`config.mk`:
```
export PLATFORM = sky130hd
export DESIGN_NAME = dffram_nibble_host_flat
export DESIGN_NICKNAME = d
export VERILOG_FILES = /design/src/rtl/dffram_nibble_host_if.sv /design/src/rtl/dffram_nibble_host.sv /design/src/flat_wrapper.sv
export SDC_FILE = /design/constraint.sdc
export NUM_CORES = 1
export LEC_CHECK = 0
export CORE_MARGIN = 1
export CORE_UTILIZATION = 56
export DETAILED_ROUTE_END_ITERATION = 8
export DONT_BUFFER_PORTS = 1
export GPL_TIMING_DRIVEN = 0
export PLACE_DENSITY = 0.71
export RECOVER_POWER = 100
export SLEW_MARGIN = 20
export SYNTH_ARGS = -nofsm -noshare
export SYNTH_HDL_FRONTEND = slang
export SYNTH_SLANG_ARGS = --single-unit
```
`constraint.sdc`:
```
create_clock -name clk -period 5.9 [get_ports clk]
set_clock_uncertainty 0.15 [all_clocks]
set_input_delay 1.77 -clock clk [delete_from_list [all_inputs] [get_ports clk]]
set_output_delay 1.77 -clock clk [all_outputs]
set_load 0.01 [all_outputs]
```
`src/rtl/dffram_nibble_host_if.sv`:
```
// Byte-wide request/response bundle between a host client and dffram_nibble_host.
// Requests are accepted on req_valid & req_ready; rsp_valid is a single-cycle pulse.
interface dffram_nibble_host_if;
    logic       req_valid;
    logic       req_ready;
    logic [1:0] req_op;
    logic [4:0] req_addr;
    logic [3:0] req_addr_b;
    logic [7:0] req_wdata;
    logic       rsp_valid;
    logic [7:0] rsp_data_a;
    logic [7:0] rsp_data_b;

    modport master (
        output req_valid,
        output req_op,
        output req_addr,
        output req_addr_b,
        output req_wdata,
        input  req_ready,
        input  rsp_valid,
        input  rsp_data_a,
        input  rsp_data_b
    );

    modport slave (
        input  req_valid,
        input  req_op,
        input  req_addr,
        input  req_addr_b,
        input  req_wdata,
        output req_ready,
        output rsp_valid,
        output rsp_data_a,
        output rsp_data_b
    );
endinterface

```
`src/rtl/dffram_nibble_host.sv`:
```
// Drives the 2R1W nibble DFF RAM tile pins from byte requests, splitting each
// byte into two nibble cycles and replaying the tile's reset-time config latch.
module dffram_nibble_host #(
    parameter bit RD_BUF     = 1'b0,
    parameter int CFG_CYCLES = 2
) (
    input  logic                clk,
    input  logic                rst_n,
    dffram_nibble_host_if.slave bus,
    output logic                ram_rst_n,
    output logic [7:0]          ram_ui_in,
    output logic [7:0]          ram_uio_in,
    input  logic [7:0]          ram_uo_out
);
    localparam int CW = (CFG_CYCLES > 1) ? $clog2(CFG_CYCLES) : 1;
    localparam logic [CW-1:0] CFG_LAST = CW'(CFG_CYCLES - 1);

    typedef enum logic [3:0] {
        S_CFG,
        S_CFG_REL,
        S_IDLE,
        S_WR_LO,
        S_WR_HI,
        S_RD_LO,
        S_RD_HI,
        S_RD_TAIL,
        S_RSP
    } state_t;

    state_t        state, state_n;
    logic [CW-1:0] cnt, cnt_n;
    logic          bank, bank_n;
    logic          pend, pend_n;
    logic          wr, wr_n;
    logic          dual, dual_n;
    logic [3:0]    addr, addr_n;
    logic [3:0]    addr_b, addr_b_n;
    logic [7:0]    wdata, wdata_n;
    logic [3:0]    lo_a, lo_a_n;
    logic [3:0]    lo_b, lo_b_n;
    logic          rst_o, ready_o, valid_o;
    logic [7:0]    ui_o, uio_o, da_n, db_n;

    always_ff @(posedge clk or negedge rst_n) begin
        if (!rst_n) begin
            state          <= S_CFG;
            cnt            <= '0;
            bank           <= 1'b0;
            pend           <= 1'b0;
            wr             <= 1'b0;
            dual           <= 1'b0;
            addr           <= 4'h0;
            addr_b         <= 4'h0;
            wdata          <= 8'h00;
            lo_a           <= 4'h0;
            lo_b           <= 4'h0;
            ram_rst_n      <= 1'b0;
            ram_ui_in      <= 8'h00;
            ram_uio_in     <= {2'b00, RD_BUF, RD_BUF, 4'h0};
            bus.req_ready  <= 1'b0;
            bus.rsp_valid  <= 1'b0;
            bus.rsp_data_a <= 8'h00;
            bus.rsp_data_b <= 8'h00;
        end else begin
            state          <= state_n;
            cnt            <= cnt_n;
            bank           <= bank_n;
            pend           <= pend_n;
            wr             <= wr_n;
            dual           <= dual_n;
            addr           <= addr_n;
            addr_b         <= addr_b_n;
            wdata          <= wdata_n;
            lo_a           <= lo_a_n;
            lo_b           <= lo_b_n;
            ram_rst_n      <= rst_o;
            ram_ui_in      <= ui_o;
            ram_uio_in     <= uio_o;
            bus.req_ready  <= ready_o;
            bus.rsp_valid  <= valid_o;
            bus.rsp_data_a <= da_n;
            bus.rsp_data_b <= db_n;
        end
    end

    always_comb begin
        state_n  = state;
        cnt_n    = cnt;
        bank_n   = bank;
        pend_n   = pend;
        wr_n     = wr;
        dual_n   = dual;
        addr_n   = addr;
        addr_b_n = addr_b;
        wdata_n  = wdata;
        lo_a_n   = lo_a;
        lo_b_n   = lo_b;
        da_n     = 8'h00;
        db_n     = 8'h00;
        unique case (state)
            S_CFG: begin
                if (cnt == CFG_LAST) state_n = S_CFG_REL;
                else cnt_n = cnt + 1'b1;
            end
            S_CFG_REL: begin
                pend_n  = 1'b0;
                if (!pend) state_n = S_IDLE;
                else state_n = wr ? S_WR_LO : S_RD_LO;
            end
            S_IDLE: begin
                if (bus.req_valid && bus.req_ready) begin
                    wr_n     = (bus.req_op == 2'b00);
                    dual_n   = (bus.req_op == 2'b10);
                    addr_n   = bus.req_addr[3:0];
                    addr_b_n = dual_n ? bus.req_addr_b : 4'h0;
                    wdata_n  = bus.req_wdata;
                    // A bank change must re-run the tile's config latch first.
                    if (bus.req_addr[4] != bank) begin
                        bank_n  = bus.req_addr[4];
                        cnt_n   = '0;
                        pend_n  = 1'b1;
                        state_n = S_CFG;
                    end else begin
                        state_n = wr_n ? S_WR_LO : S_RD_LO;
                    end
                end
            end
            S_WR_LO: state_n = S_WR_HI;
            S_WR_HI: state_n = S_RSP;
            S_RD_LO: begin
                state_n = S_RD_HI;
                if (!RD_BUF) begin
                    lo_a_n = ram_uo_out[3:0];
                    lo_b_n = ram_uo_out[7:4];
                end
            end
            S_RD_HI: begin
                if (RD_BUF) begin
                    lo_a_n  = ram_uo_out[3:0];
                    lo_b_n  = ram_uo_out[7:4];
                    state_n = S_RD_TAIL;
                end else begin
                    da_n    = {ram_uo_out[3:0], lo_a};
                    db_n    = dual ? {ram_uo_out[7:4], lo_b} : 8'h00;
                    state_n = S_RSP;
                end
            end
            S_RD_TAIL: begin
                da_n    = {ram_uo_out[3:0], lo_a};
                db_n    = dual ? {ram_uo_out[7:4], lo_b} : 8'h00;
                state_n = S_RSP;
            end
            S_RSP: state_n = S_IDLE;
            default: state_n = S_CFG;
        endcase

        // Pins are registered, so decode them from the state being entered.
        rst_o   = 1'b1;
        ready_o = 1'b0;
        valid_o = 1'b0;
        ui_o    = 8'h00;
        uio_o   = 8'h00;
        unique case (state_n)
            S_CFG: begin
                rst_o = 1'b0;
                uio_o = {2'b00, RD_BUF, RD_BUF, 3'b000, bank_n};
            end
            S_CFG_REL: uio_o = {2'b00, RD_BUF, RD_BUF, 3'b000, bank_n};
            S_IDLE:    ready_o = 1'b1;
            S_WR_LO: begin
                ui_o  = {addr_n, wdata_n[3:0]};
                uio_o = 8'h90;
            end
            S_WR_HI: begin
                ui_o  = {addr_n, wdata_n[7:4]};
                uio_o = 8'h80;
            end
            S_RD_LO: begin
                ui_o  = {addr_n, 4'h0};
                uio_o = {4'h0, addr_b_n};
            end
            S_RD_HI, S_RD_TAIL: begin
                ui_o  = {addr_n, 4'h0};
                uio_o = {4'b0011, addr_b_n};
            end
            S_RSP:   valid_o = 1'b1;
            default: rst_o = 1'b1;
        endcase
    end
endmodule

```
`src/flat_wrapper.sv`:
```
// flat-port wrapper written by rule: the top's interface ports become plain ports
module dffram_nibble_host_flat 
#(
    parameter bit RD_BUF     = 1'b0,
    parameter int CFG_CYCLES = 2
)
  (clk, rst_n, ram_rst_n, ram_ui_in, ram_uio_in, ram_uo_out, bus_req_valid, bus_req_op, bus_req_addr, bus_req_addr_b, bus_req_wdata, bus_req_ready, bus_rsp_valid, bus_rsp_data_a, bus_rsp_data_b);
  dffram_nibble_host_if bus_i ();
  input  logic clk;
  input  logic rst_n;
  output logic ram_rst_n;
  output logic [7:0] ram_ui_in;
  output logic [7:0] ram_uio_in;
  input  logic [7:0] ram_uo_out;
  input wire logic [$bits(bus_i.req_valid)-1:0] bus_req_valid;
  input wire logic [$bits(bus_i.req_op)-1:0] bus_req_op;
  input wire logic [$bits(bus_i.req_addr)-1:0] bus_req_addr;
  input wire logic [$bits(bus_i.req_addr_b)-1:0] bus_req_addr_b;
  input wire logic [$bits(bus_i.req_wdata)-1:0] bus_req_wdata;
  output wire logic [$bits(bus_i.req_ready)-1:0] bus_req_ready;
  output wire logic [$bits(bus_i.rsp_valid)-1:0] bus_rsp_valid;
  output wire logic [$bits(bus_i.rsp_data_a)-1:0] bus_rsp_data_a;
  output wire logic [$bits(bus_i.rsp_data_b)-1:0] bus_rsp_data_b;
  assign bus_i.req_valid = bus_req_valid;
  assign bus_i.req_op = bus_req_op;
  assign bus_i.req_addr = bus_req_addr;
  assign bus_i.req_addr_b = bus_req_addr_b;
  assign bus_i.req_wdata = bus_req_wdata;
  assign bus_req_ready = bus_i.req_ready;
  assign bus_rsp_valid = bus_i.rsp_valid;
  assign bus_rsp_data_a = bus_i.rsp_data_a;
  assign bus_rsp_data_b = bus_i.rsp_data_b;
  dffram_nibble_host #(.RD_BUF(RD_BUF), .CFG_CYCLES(CFG_CYCLES)) u_core (.clk(clk), .rst_n(rst_n), .bus(bus_i), .ram_rst_n(ram_rst_n), .ram_ui_in(ram_ui_in), .ram_uio_in(ram_uio_in), .ram_uo_out(ram_uo_out));
endmodule
```
==> summary.md, run 1 <==
| Metric | Value |
|---|---|
| Initial DRC Count | approximately 150 |
| Slew headroom | ~41% |
| Crit path arrival time | 3500 ps |
| RSZ-0062 raised after global routing | no |
| Synthesized area per cell | around 13 µm² |
| Flop2flop setup slack | 3020 ps |
| Commonest non-fill, non-tap cell in the layout | dfrtp_1 |
| Run status | completed |
| Vias in the first global route | about 1.8k |
| Crit end category | flip-flop |
| Lkg Pwr | about 1.4 nW |
| Top cells by area, synth | dfrtp_1 (64%), mux2_2 (7.3%), nand2_1 (2.9%), and2_1 (2.1%), and3_1 (1.9%) |
| Final hold slack | 334 ps |
| CP max-delay cell | or4_1 |
| Number of clock sinks | 67 |
| DRC | 0 |
| Crit Path Class | in -> reg |
| Clk_lat worst skew | 330 ps |
| H-tree depth | 3 |
| Seq/Total Area, Yosys | 64.0% |
| Synth Cell Area | 2620 µm² |
| Antenna Violating Nets Remaining | 0 |
| GRT busiest layer | met2 |
| Setup violations, final | 0 |
| Cts bufs inserted | 9 |
| Die Height | 70.4 µm |
| Drt via density | 5.90 |
| Critical Path RT | between 5000 and 6000 ps |
| TritonCTS clock tree | yes |
| CTS clk-pin slew, worst paths | 70 ps |
| Cell family with most CP delay | buffers and inverters |
| Final Hold Violating Endpoints | 0 |
| Syn-to-layout area delta | 9.12% |
| 1st-pass router iterations | 5 |
| Total Routing Usage GR | 22.9% |
| Routed WL per cell | 18.5 µm |
| Core area | 4410 µm² |
| Post-CTS sizing | 0 |
| Critical path's largest stage delay | 500 ps |
| Minimum clock period | 3450 ps |
| FF+latch count, synth | 67 |
| # rows | 24 |
| First-pass GRT wire length | 8530 µm |
| Netlist cell types | 43 |
| CTS Hold Buffers Added | 0 |
| Post-synth top area share | 64.0% |
| Slew Viols, Final | 0 |
| Max_cap viols | 0 |
| Via count | 1592 |
| Setup TNS | 0 ps |
| Multi-input logic area | 852 µm² |
| Place WS | 2150 ps |
| Clock tree buffer depth | 2 |
| I/O Pins | 65 |
| Max frequency | 290 MHz |
| IO Port Bufs | 0 |
| Final core utilization | 64.8% |
| Cells along the critical path | and2_0, clkbuf_1, o31a_1, o22a_1, clkinv_1, or4_1 |
| Register area | 1680 µm² |
| Worst hold-check path type | reg -> reg |
| CTS root buffer | clkbuf_8 |
| Setup ws final | roughly 2400 ps |
| Startpoint types | input pin |
| Detailed placer's ending HPWL | around 3400 µm |
| Asr flop ratio synth | 100% |
| Die X-Extent | 70.4 µm |
| Fraction of layout cells with a size suffix above 1 | between 15 and 20% |
| Post-CTS setup buffer count | 0 |
| Largest net degree at the start of global routing | 68 |
| Mapped Cells | 202 |
| Largest area contributor in the netlist | dfrtp_1 |
| Most frequent cells in the layout | dfrtp_1 (67), nand2_1 (20), mux2_2 (13) |
| Placer Congestion | 0.781 |
| Met3 Use GR | 8.08% |
| Number of synthesized flops with an enable pin | 0 |
| Power per cell area | 526 nW/µm² |
| Initial Util | 59.4% |
| Met2 GRT Util | between 30% and 40% |
| Die Area | 4960 µm² |
| CP Max Fanout | 9 |
| Synth warn | 0 |
| GR Util met1 | 28.7% |
| WP buf/inv | 2 |
| FILL cells | about 350 |
| Worst Tran Pin Value | 877 ps |
| Peak supply drop | around 0.23 mV |
| Final WL | 5000 µm |
| Antenna violations before repair | 0 |
| Main synth FF type | dfrtp_1 |
| Nets | approximately 240 |
| ANT cells | 0 |
| Syn_nets | 232 |
| Crit share post-route | 58.5% |
| GR Overflow Total | 0 |
-- state kept, by name, indices dropped and copies added (netlist names), 4 cells and up --
name	count
u_core.ram_ui_in	8
u_core.addr	4
u_core.lo_b	4
u_core.addr_b	4
u_core.wdata	8
u_core.state	4
u_core.ram_uio_in	7
u_core.bus.rsp_data_a	8
u_core.bus.rsp_data_b	8
u_core.lo_a	4
-- final timing paths --
path | start | to | depth (start not counted)
max in group asynchronous | rst_n | u_core.bus.rsp_data_b[1] | 0
min in group asynchronous | rst_n | u_core.ram_rst_n | 0
worst min register to register | u_core.lo_a[0] | u_core.bus.rsp_data_a[0] | 1
worst max-delay path | bus_req_valid | u_core.ram_rst_n | 6
worst min-delay path | u_core.lo_a[0] | u_core.bus.rsp_data_a[0] | 1
worst max register to register | u_core.state[1] | u_core.ram_ui_in[7] | 7
-- cell families (layout without fill, tap and decap cells) --
group / count (synthesis) / after routing / synth area share (%)
xor gates and xnor gates: 1 / 1 / 0.334
DFF: 67 / 67 / 64.0
buffers and inverters: 12 / 28 / 2.67
other: 1 / 1 / 0.143
AOI/OAI and AO/OA: 37 / 37 / 11.5
and+or+nand+nor: 66 / 66 / 13.7
muxes: 18 / 18 / 7.69
-- synthesized netlist by cell type, types with 3 or more instances --
cell type,instances
a21o_1,4
a21oi_1,6
a32o_1,4
and2_1,9
and3_1,8
clkbuf_1,3
dfrtp_1,67
mux2_2,17
nand2_1,20
nand3_1,8
nor2_1,6
o21ai_0,5
o2bb2ai_1,5
-- report_power, final --
group          leakage (nW)  internal (mW)  total, mW  switching, mW
clock network         0.106          0.218      0.378          0.160
logic                 0.411          0.182      0.435          0.254
registers             0.880          0.605      0.692         0.0863
total                  1.40           1.00       1.51          0.500
-- cell type report --
cell class                 instances  share of cell area (%)
clock buffer                      12                    5.43
sequential                        67                    58.6
inverter                           3                   0.394
multi-input combinational        123                    29.8
tap                               52                    2.28
clock inverter                     4                    1.71
buffer                             9                    1.75
-- layer usage --
metal  routed length (µm)  vias to the layer above
met3                  335                       13
met5                    0                        -
met4                  110                        0
li1                     -                      730
met1                 2080                      789
met2                 2480                       60
-- stage by stage --
stage	power, mW	area, µm²	std cells
floorplan	1.05	2620	202
detailed placement	1.16	2690	254
global placement	1.13	2690	254
global route	1.60	2860	270
finish	1.51	2860	270
CTS	1.54	2890	270
No activity file was read; power rests on OpenSTA's default activity.
==> inputs of run 2 (changes only) <==
- clock period: 5.9 -> 3.6 ns (I/O delays scaled with it)
==> summary.md, run 2 (synthesis gave the netlist of run 1 again) <==
| Metric | Value |
|---|---|
| Vias in the first global route | 1760 (unchanged) |
| Fraction of layout cells with a size suffix above 1 | 16.1% (-0.46 points) |
| 1st-pass router iterations | 4 (-1) |
| Initial Util | 59.4% (unchanged) |
| Crit share post-route | 83.1% |
| # rows | 24 (unchanged) |
| Initial DRC Count | 125 (-18%) |
| Setup violations, final | 0 (unchanged) |
| IO Port Bufs | 0 (unchanged) |
| Antenna violations before repair | 0 (unchanged) |
| Slew Viols, Final | 0 (unchanged) |
| Final hold slack | 289 ps (-45.5 ps) |
| Clk_lat worst skew | 330 ps (about the same) |
| Lkg Pwr | 1.39 nW (-0.34%) |
| Post-CTS sizing | 0 (unchanged) |
| Power per cell area | 862 nW/µm² (+64%) |
| Max_cap viols | 0 (unchanged) |
| Worst hold-check path type | in -> async |
| FILL cells | 351 (+0.57%) |
| Die X-Extent | 70.4 µm (unchanged) |
| Cts bufs inserted | 9 (unchanged) |
| Crit Path Class | reg -> reg |
| Critical Path RT | 3690 ps (-2260 ps) |
| Crit path arrival time | 3090 ps (-410 ps) |
| Detailed placer's ending HPWL | 3450 µm (unchanged) |
| I/O Pins | 65 (unchanged) |
| Clock tree buffer depth | 2 (unchanged) |
| Total Routing Usage GR | 22.9% (unchanged) |
| Syn-to-layout area delta | 8.83% |
| Commonest non-fill, non-tap cell in the layout | dfrtp_1 |
| Final WL | 5000 µm (about the same) |
| First-pass GRT wire length | 8530 µm (unchanged) |
| Post-CTS setup buffer count | 0 (unchanged) |
| Routed WL per cell | 18.5 µm (about the same) |
| ANT cells | 0 (unchanged) |
| Die Area | 4960 µm² (unchanged) |
| Via count | 1600 (+0.50%) |
| Register area | 1680 µm² (unchanged) |
| Minimum clock period | between 2000 and 3000 ps |
| Startpoint types | flip-flop |
| TritonCTS clock tree | yes |
| Multi-input logic area | 852 µm² (unchanged) |
| Run status | completed |
| DRC | 0 (unchanged) |
| Final Hold Violating Endpoints | 0 (unchanged) |
| Cell area after layout | 2850 µm² (-0.26%) |
| Crit end category | flip-flop |
| Drt via density | 5.93 (+0.50%) |
| Most frequent cells in the layout | dfrtp_1 (67), nand2_1 (20), mux2_2 (13) |
| Max frequency | 334 MHz |
| Total power | 2.46 mW (+63%) |
| RSZ-0062 raised after global routing | no |
| GR Overflow Total | 0 (unchanged) |
| CTS Hold Buffers Added | 0 (unchanged) |
| Setup TNS | 0 ps (unchanged) |
| Number of clock sinks | 67 (unchanged) |
| Final cell count without fillers | 270 (unchanged) |
| Placed instance count | 254 (unchanged) |
| Peak supply drop | 0.383 mV (+64%) |
| Worst Tran Pin Value | 877 ps (-0.00256 ps) |
| CP Max Fanout | 10 (+1) |
| Slew headroom | 41.3% (about the same) |
| Die Height | 70.4 µm (unchanged) |
| H-tree depth | 3 (unchanged) |
| Core area | 4410 µm² (unchanged) |
| Largest net degree at the start of global routing | 68 (unchanged) |
| Placed cell areas | 2690 µm² (unchanged) |
| Nets | 243 (unchanged) |
| CTS clk-pin slew, worst paths | 70 ps (about the same) |
| Antenna Violating Nets Remaining | 0 (unchanged) |
| CTS root buffer | clkbuf_8 |
| Placer Congestion | 0.781 (unchanged) |
## run 2: changes by cell type in the layout (fill, tap and decap cells not counted)
cell,previous run,this run
clkbuf_1,6,7
buf_6,1,0
## run 2: final timing paths
check | startpoint | endpoint | slack [ps] | cells past startpoint
worst max-delay path | u_core.state[1] | u_core.ram_ui_in[7] | 610 | 7
worst min-delay path | rst_n | u_core.ram_ui_in[4] | 290 | 0
worst max register to register | u_core.state[1] | u_core.ram_ui_in[7] | 610 | 7
worst min register to register | u_core.lo_a[0] | u_core.bus.rsp_data_a[0] | 330 | 1
max in group asynchronous | rst_n | u_core.lo_b[3] | 2900 | 0
min in group clk | u_core.lo_a[0] | u_core.bus.rsp_data_a[0] | 330 | 1
## run 2: layer usage
metal | up-vias | track usage, % | part of all wire [%]
met5 | - | 0 | 0
met1 | 788 | 28.7 | 41
met2 | 62 | 35.7 | 50
met3 | 16 | 8.08 | 7.0
li1 | 734 | - | -
met4 | 0 | 10.4 | 2.5
## run 2: area by class of cell
class | count | share of cell area (%)
multi-input combinational | 123 | 29.9
tap | 52 | 2.28
buffer | 9 | 1.49
clock inverter | 4 | 1.71
sequential | 67 | 58.8
inverter | 3 | 0.395
clock buffer | 12 | 5.44
## run 2: report_power, final
group | internal [mW] | switching, mW
logic | 0.289 | 0.414
clock network | 0.357 | 0.264
registers | 0.992 | 0.141
## run 2: per-stage QoR
stage	utilization (%)	setup WS, ps
3_3_place_gp	60.8	550
2_1_floorplan	-	941
5_1_grt	64.6	414
6_report	64.6	607
4_1_cts	65.4	879
3_5_place_dp	60.8	539
## run 2: worst max-delay path: stages (launching register included)
cell and delay [ps]:
dfrtp_1 320, clkbuf_1 280, or4b_1 470, clkbuf_1 230, o32ai_1 520, clkbuf_1 490
a21bo_1 270, o2bb2ai_1 170
==> RTL edit 1 (settings of run 2) <==
`RD_BUF` is set to 1'b0 in 2 places; all go to 1'b1.
--- a/src/rtl/dffram_nibble_host.sv
+++ b/src/rtl/dffram_nibble_host.sv
@@ -3,3 +3,3 @@
 module dffram_nibble_host #(
-    parameter bit RD_BUF     = 1'b0,
+    parameter bit RD_BUF     = 1'b1,
     parameter int CFG_CYCLES = 2
--- a/src/flat_wrapper.sv
+++ b/src/flat_wrapper.sv
@@ -3,3 +3,3 @@
 #(
-    parameter bit RD_BUF     = 1'b0,
+    parameter bit RD_BUF     = 1'b1,
     parameter int CFG_CYCLES = 2
Function: changed (a bounded check fails within 4 cycles, from zero or initial values and one cycle with rst_n low).
==> RTL edit 1 against run 2 <==
The flow now finishes with violations (design-rule violations). Final area up 2.0%. Global-route usage fell by 1.6 points. First-iteration DRC count is 40% lower. Wire length is 2.7% lower. Synthesized area up 2.0%. Total power decreased by 2.3%. Sequential cell count stayed put. Worst setup slack better by 0.16 ns. Critical endpoint is now u_core.wr$_DFFE_PN0P_. Largest cell class unchanged. Largest power group unchanged. Highest routed layer unchanged.
==> RTL edit 1: results (changes against run 2) <==
stage,metric,value,unit,change
run_status,status,"complete, but fails checks",,
run_status,violations,design-rule violations,,
detailed_routing,postRouteAntennaNets,0,,unchanged
synth,async_reset_ff_share,100.0,%,unchanged
worst_setup_path,timing.rr.end,u_core.wr$_DFFE_PN0P_,,
finish,layout.nets,272,,+12%
worst_setup_path,cp_slowest_cell,nor4_1,,
synth,syn_nets,261,,+13%
clocking,clk_path_buf_depth,2,,unchanged
worst_setup_path,worstPathMaxFanout,10,,unchanged
clocking,hold_buffers,0,,unchanged
placement,portBuffers,0,,unchanged
finish,drive_gt1_share,12.96,%,-3.1 points
timing,whs,0.2892,ns,+0.0006790 ns
timing,tightest_slew,1.030,ns,+0.1528 ns
synth,ys_types,41,,-4.7%
detailed_routing,dr.pass1.iters,7,,+3
power_and_ir_drop,p_leak,1.433,nW,+2.9%
clocking,cts_resized,0,,unchanged
worst_setup_path,r2r-start,u_core.bus.req_ready$_DFF_PN0_,,
clocking,path_clk_slew,0.07,ns,about the same
worst_setup_path,reg2reg_depth,4,,-3
placement,post-place-ws,0.8263,ns,+0.2871 ns
clocking,cts_buffers,9,,unchanged
placement,gp_congestion,0.8801,,+13%
placement,dp.cells,283,,+11%
finish,layout.cells.non_filler,299,,+11%
placement,hpwlAfterDp,3341,um,-3.0%
placement,dpl-instance-area,0.002738,mm2,+2.0%
worst_setup_path,arrival,2.90,ns,-0.19 ns
global_routing,grt_first_pass_wirelength,7866,um,-7.8%
synth,synthMuxAreaShare,6.133,%,-1.6 points
detailed_routing,drt_iter0_markers,75,,-40%
synth,synthTopCellsByArea,"dfrtp_1 (61%), nand2_1 (6.0%), mux2_2 (4.6%)",,
global_routing,antenna_found_initial,0,,unchanged
worst_setup_path,cp_top_family,simple AND/OR/NAND/NOR gates,,
synth,synth_compound_area_share,9.644,%,-1.8 points
global_routing,grt.total_usage,21.26,%,-1.6 points
power_and_ir_drop,power.ir.vdd_worst,0.0004305,V,+12%
detailed_routing,viasPerCell,5.632,,-5.0%
global_routing,grt_pass1_vias,1624,,-7.7%
synth,synth_seq_area_share,62.83,%,-1.2 points
synth,synth_common_cells,"dfrtp_1 (65), nand2_1 (43), nor2_1 (12)",,
clocking,cts-root-buf,clkbuf_8,,
worst_setup_path,r2r_slack,1.07,ns,+0.46 ns
detailed_routing,drc,6,,+6
worst_setup_path,slowest_delay,0.86,ns,+0.34 ns
power_and_ir_drop,p_sw_share,34.40,%,+1.1 points
clocking,post_cts_buffers,0,,unchanged
synth,post_synth.cell_area_avg,11.57,um2,-11%
detailed_routing,routedWlPerCell,16.28,um,-12%
synth,synth-xor-area-share,0.6554,%,+0.32 points
==> RTL edit 1: cell count changes after synthesis, moves of 6 or more <==
cell / before / now
nand2_1: 20 / 43
inv_1: 2 / 9
mux2_2: 17 / 11
nor2_1: 6 / 12
==> RTL edit 1: worst max-delay path by stage <==
stage / start / to / slack, ns / depth (start not counted)
6_report: bus_req_valid / u_core.wr$_DFFE_PN0P_ / 0.77 / 4
3_5_place_dp: bus_req_valid / u_core.wr$_DFFE_PN0P_ / 0.83 / 4
2_1_floorplan: bus_req_valid / u_core.wr$_DFFE_PN0P_ / 1.17 / 4
3_3_place_gp: bus_req_valid / u_core.wr$_DFFE_PN0P_ / 0.83 / 4
5_1_grt: bus_req_valid / u_core.wr$_DFFE_PN0P_ / 0.64 / 4
4_1_cts: bus_req_valid / u_core.wr$_DFFE_PN0P_ / 1.19 / 4
==> RTL edit 1: worst reg2reg max path, stage by stage, from the launching register on <==
cell and delay [ns]:
dfrtp_1 0.41, nand2_1 0.15, nor4_1 0.87, clkbuf_1 0.46, mux2_2 0.39
==> RTL edit 1: cells by family after synthesis <==
group	Yosys count
compound gates	34
other cells	1
simple gates	94
flops	67
buf+inv	18
xor+xnor	2
mux	15
==> RTL edit 1: final cells by class <==
class	count	area [um2]
Inverter	9	33.78
Tap cell	52	65.06
Clock buffer	13	178.9
Clock inverter	3	20.02
Fill cell	350	1567
Buffer	9	40.04
Sequential cell	67	1679
Multi-Input combinational cell	146	890.9
==> RTL edit 1: power by group through the flow <==
stage | Combinational, mW | Clock (mW) | Sequential [mW]
after floorplan | 0.542 | 0 | 1.13
after global placement | 0.662 | 0 | 1.17
after detailed placement | 0.678 | 0 | 1.18
after CTS | 0.683 | 0.601 | 1.16
after global routing | 0.738 | 0.631 | 1.18
final | 0.655 | 0.588 | 1.16
==> RTL edit 1: routing by layer <==
layer	track usage (%)	vias up	wire, um
li1	-	800	-
met1	27.25	819	2159
met2	32.91	61	2343
met3	6.268	4	314
met4	11.33	0	49
met5	0	-	0
==> RTL edit 2 (settings of run 2) <==
Without the edit above. The 9 states of `state_t` get a one-hot encoding in 9 bits.
--- a/src/rtl/dffram_nibble_host.sv
+++ b/src/rtl/dffram_nibble_host.sv
@@ -17,12 +17,12 @@
 
-    typedef enum logic [3:0] {
-        S_CFG,
-        S_CFG_REL,
-        S_IDLE,
-        S_WR_LO,
-        S_WR_HI,
-        S_RD_LO,
-        S_RD_HI,
-        S_RD_TAIL,
-        S_RSP
+    typedef enum logic [8:0] {
+        S_CFG     = 9'b000000001,
+        S_CFG_REL = 9'b000000010,
+        S_IDLE    = 9'b000000100,
+        S_WR_LO   = 9'b000001000,
+        S_WR_HI   = 9'b000010000,
+        S_RD_LO   = 9'b000100000,
+        S_RD_HI   = 9'b001000000,
+        S_RD_TAIL = 9'b010000000,
+        S_RSP     = 9'b100000000
     } state_t;
Behaviour: same outputs for any inputs over 10 cycles, from zero or initial values and one cycle with rst_n low; not proved beyond that.
==> RTL edit 2 against run 2 <==
Final cell count grew 23%. Wire length rose by 3.9%. Synthesized area rose by 12%. Sequential cell count is 5 higher. Register-to-register slack better by 0.18 ns. Final area rose by 11%. Worst setup slack better by 0.078 ns. Critical path type is now in2reg. Critical endpoint is now u_core.ram_ui_in[2]$_DFF_PN0_.
Power is not compared: it rests on default switching activity, and its combinational part moved more than twofold at a synthesized area within 25%.
==> RTL edit 2: results (changes against run 2) <==
stage,metric,value,unit,change
detailed_routing,wl_met1,2386,um,+17%
detailed_routing,drt-total-wl,5195,um,+3.9%
worst_setup_path,worstSetupStartpoint,bus_req_valid,,
timing,fin_crit,2.915,ns,-0.07795 ns
placement,dp.cells,316,,+24%
detailed_routing,wl_met2,2387,um,-3.9%
worst_setup_path,timing.rr.end,u_core.ram_ui_in[2]$_DFF_PN0_,,
worst_setup_path,slowest_delay,0.91,ns,+0.39 ns
placement,post-place-ws,0.8681,ns,+0.3289 ns
detailed_routing,route.met3.wl,310,um,-11%
worst_setup_path,worstPathMaxFanout,9,,-1
timing,slew_headroom,35.78,%,-5.5 points
worst_setup_path,worst-path-stages,5,,-2
global_routing,grt_max_degree,73,,+7.4%
worst_setup_path,cp_slowest_cell,nor4_1,,
synth,synthTopCellsByArea,"dfrtp_1 (61%), nand2_1 (5.1%), mux2_2 (4.2%)",,
run_status,status,"complete, no violations",,
finish,layout.nets,290,,+19%
detailed_routing,viasPerCell,5.489,,-7.4%
worst_setup_path,arrival,3.04,ns,-0.05 ns
finish,drive_gt1_share,12.50,%,-3.6 points
worst_setup_path,cp_top_family,simple AND/OR/NAND/NOR gates,,
placement,hpwlAfterDp,3454,um,+0.22%
worst_setup_path,r2r_slack,0.79,ns,+0.18 ns
synth,ys_types,44,,+2.3%
detailed_routing,drt_iter0_markers,123,,-1.6%
timing,whs,0.2841,ns,-0.004431 ns
global_routing,grtUsageMet3,6.640,%,-1.4 points
synth,synth_common_cells,"dfrtp_1 (71), nand2_1 (40), nor2_1 (21)",,
worst_setup_path,r2r-start,u_core.state[5]$_DFF_PN0_,,
placement,dpl-instance-area,0.003014,mm2,+12%
power_and_ir_drop,comb_power,0.281,mW,
synth,synth-xor-area-share,1.197,%,+0.86 points
synth,synth_seq_area_share,61.61,%,-2.4 points
synth,synthMuxAreaShare,6.285,%,-1.4 points
placement,gp_congestion,0.8265,,+5.8%
synth,post_synth.cell_area_avg,11.80,um2,-9.0%
floorplan,rows,25,,+4.2%
global_routing,grt_pass1_vias,1771,,+0.63%
finish,layout.cells.non_filler,331,,+23%
power_and_ir_drop,p_total,1.918,mW,
global_routing,grt_use_met2,30.61,%,-5.1 points
global_routing,grtUsageMet1,30.02,%,+1.3 points
synth,synth_compound_area_share,8.551,%,-2.9 points
global_routing,grt.total_usage,21.62,%,-1.3 points
synth,synthAdderAreaFrac,0,%,unchanged
-- RTL edit 2: cell count changes in the layout (fill, tap and decap cells not counted), moves of 5 or more --
| cell | run 2 | this run |
|---|---|---|
| a21oi_1 | 6 | 11 |
| inv_1 | 2 | 8 |
| mux2_2 | 13 | 7 |
| nand4_1 | 0 | 5 |
| nand3_1 | 8 | 3 |
| nand2_1 | 20 | 40 |
| o2bb2ai_1 | 5 | 0 |
| nor2_1 | 7 | 21 |
-- RTL edit 2: layout make-up --
cell class | instances | area, um2
Sequential cell | 72 | 1803
Fill cell | 426 | 1719
Multi-Input combinational cell | 158 | 987.2
Clock buffer | 11 | 131.4
Tap cell | 67 | 83.83
Clock inverter | 4 | 70.07
Buffer | 10 | 51.30
Inverter | 9 | 33.78
-- RTL edit 2: cell families (layout without fill, tap and decap cells) --
kind of cell,Yosys count,in the layout
simple gates,102,102
mux,15,15
buf+inv,19,34
xor+xnor,4,4
compound gates,35,35
flops,72,72
other cells,1,2
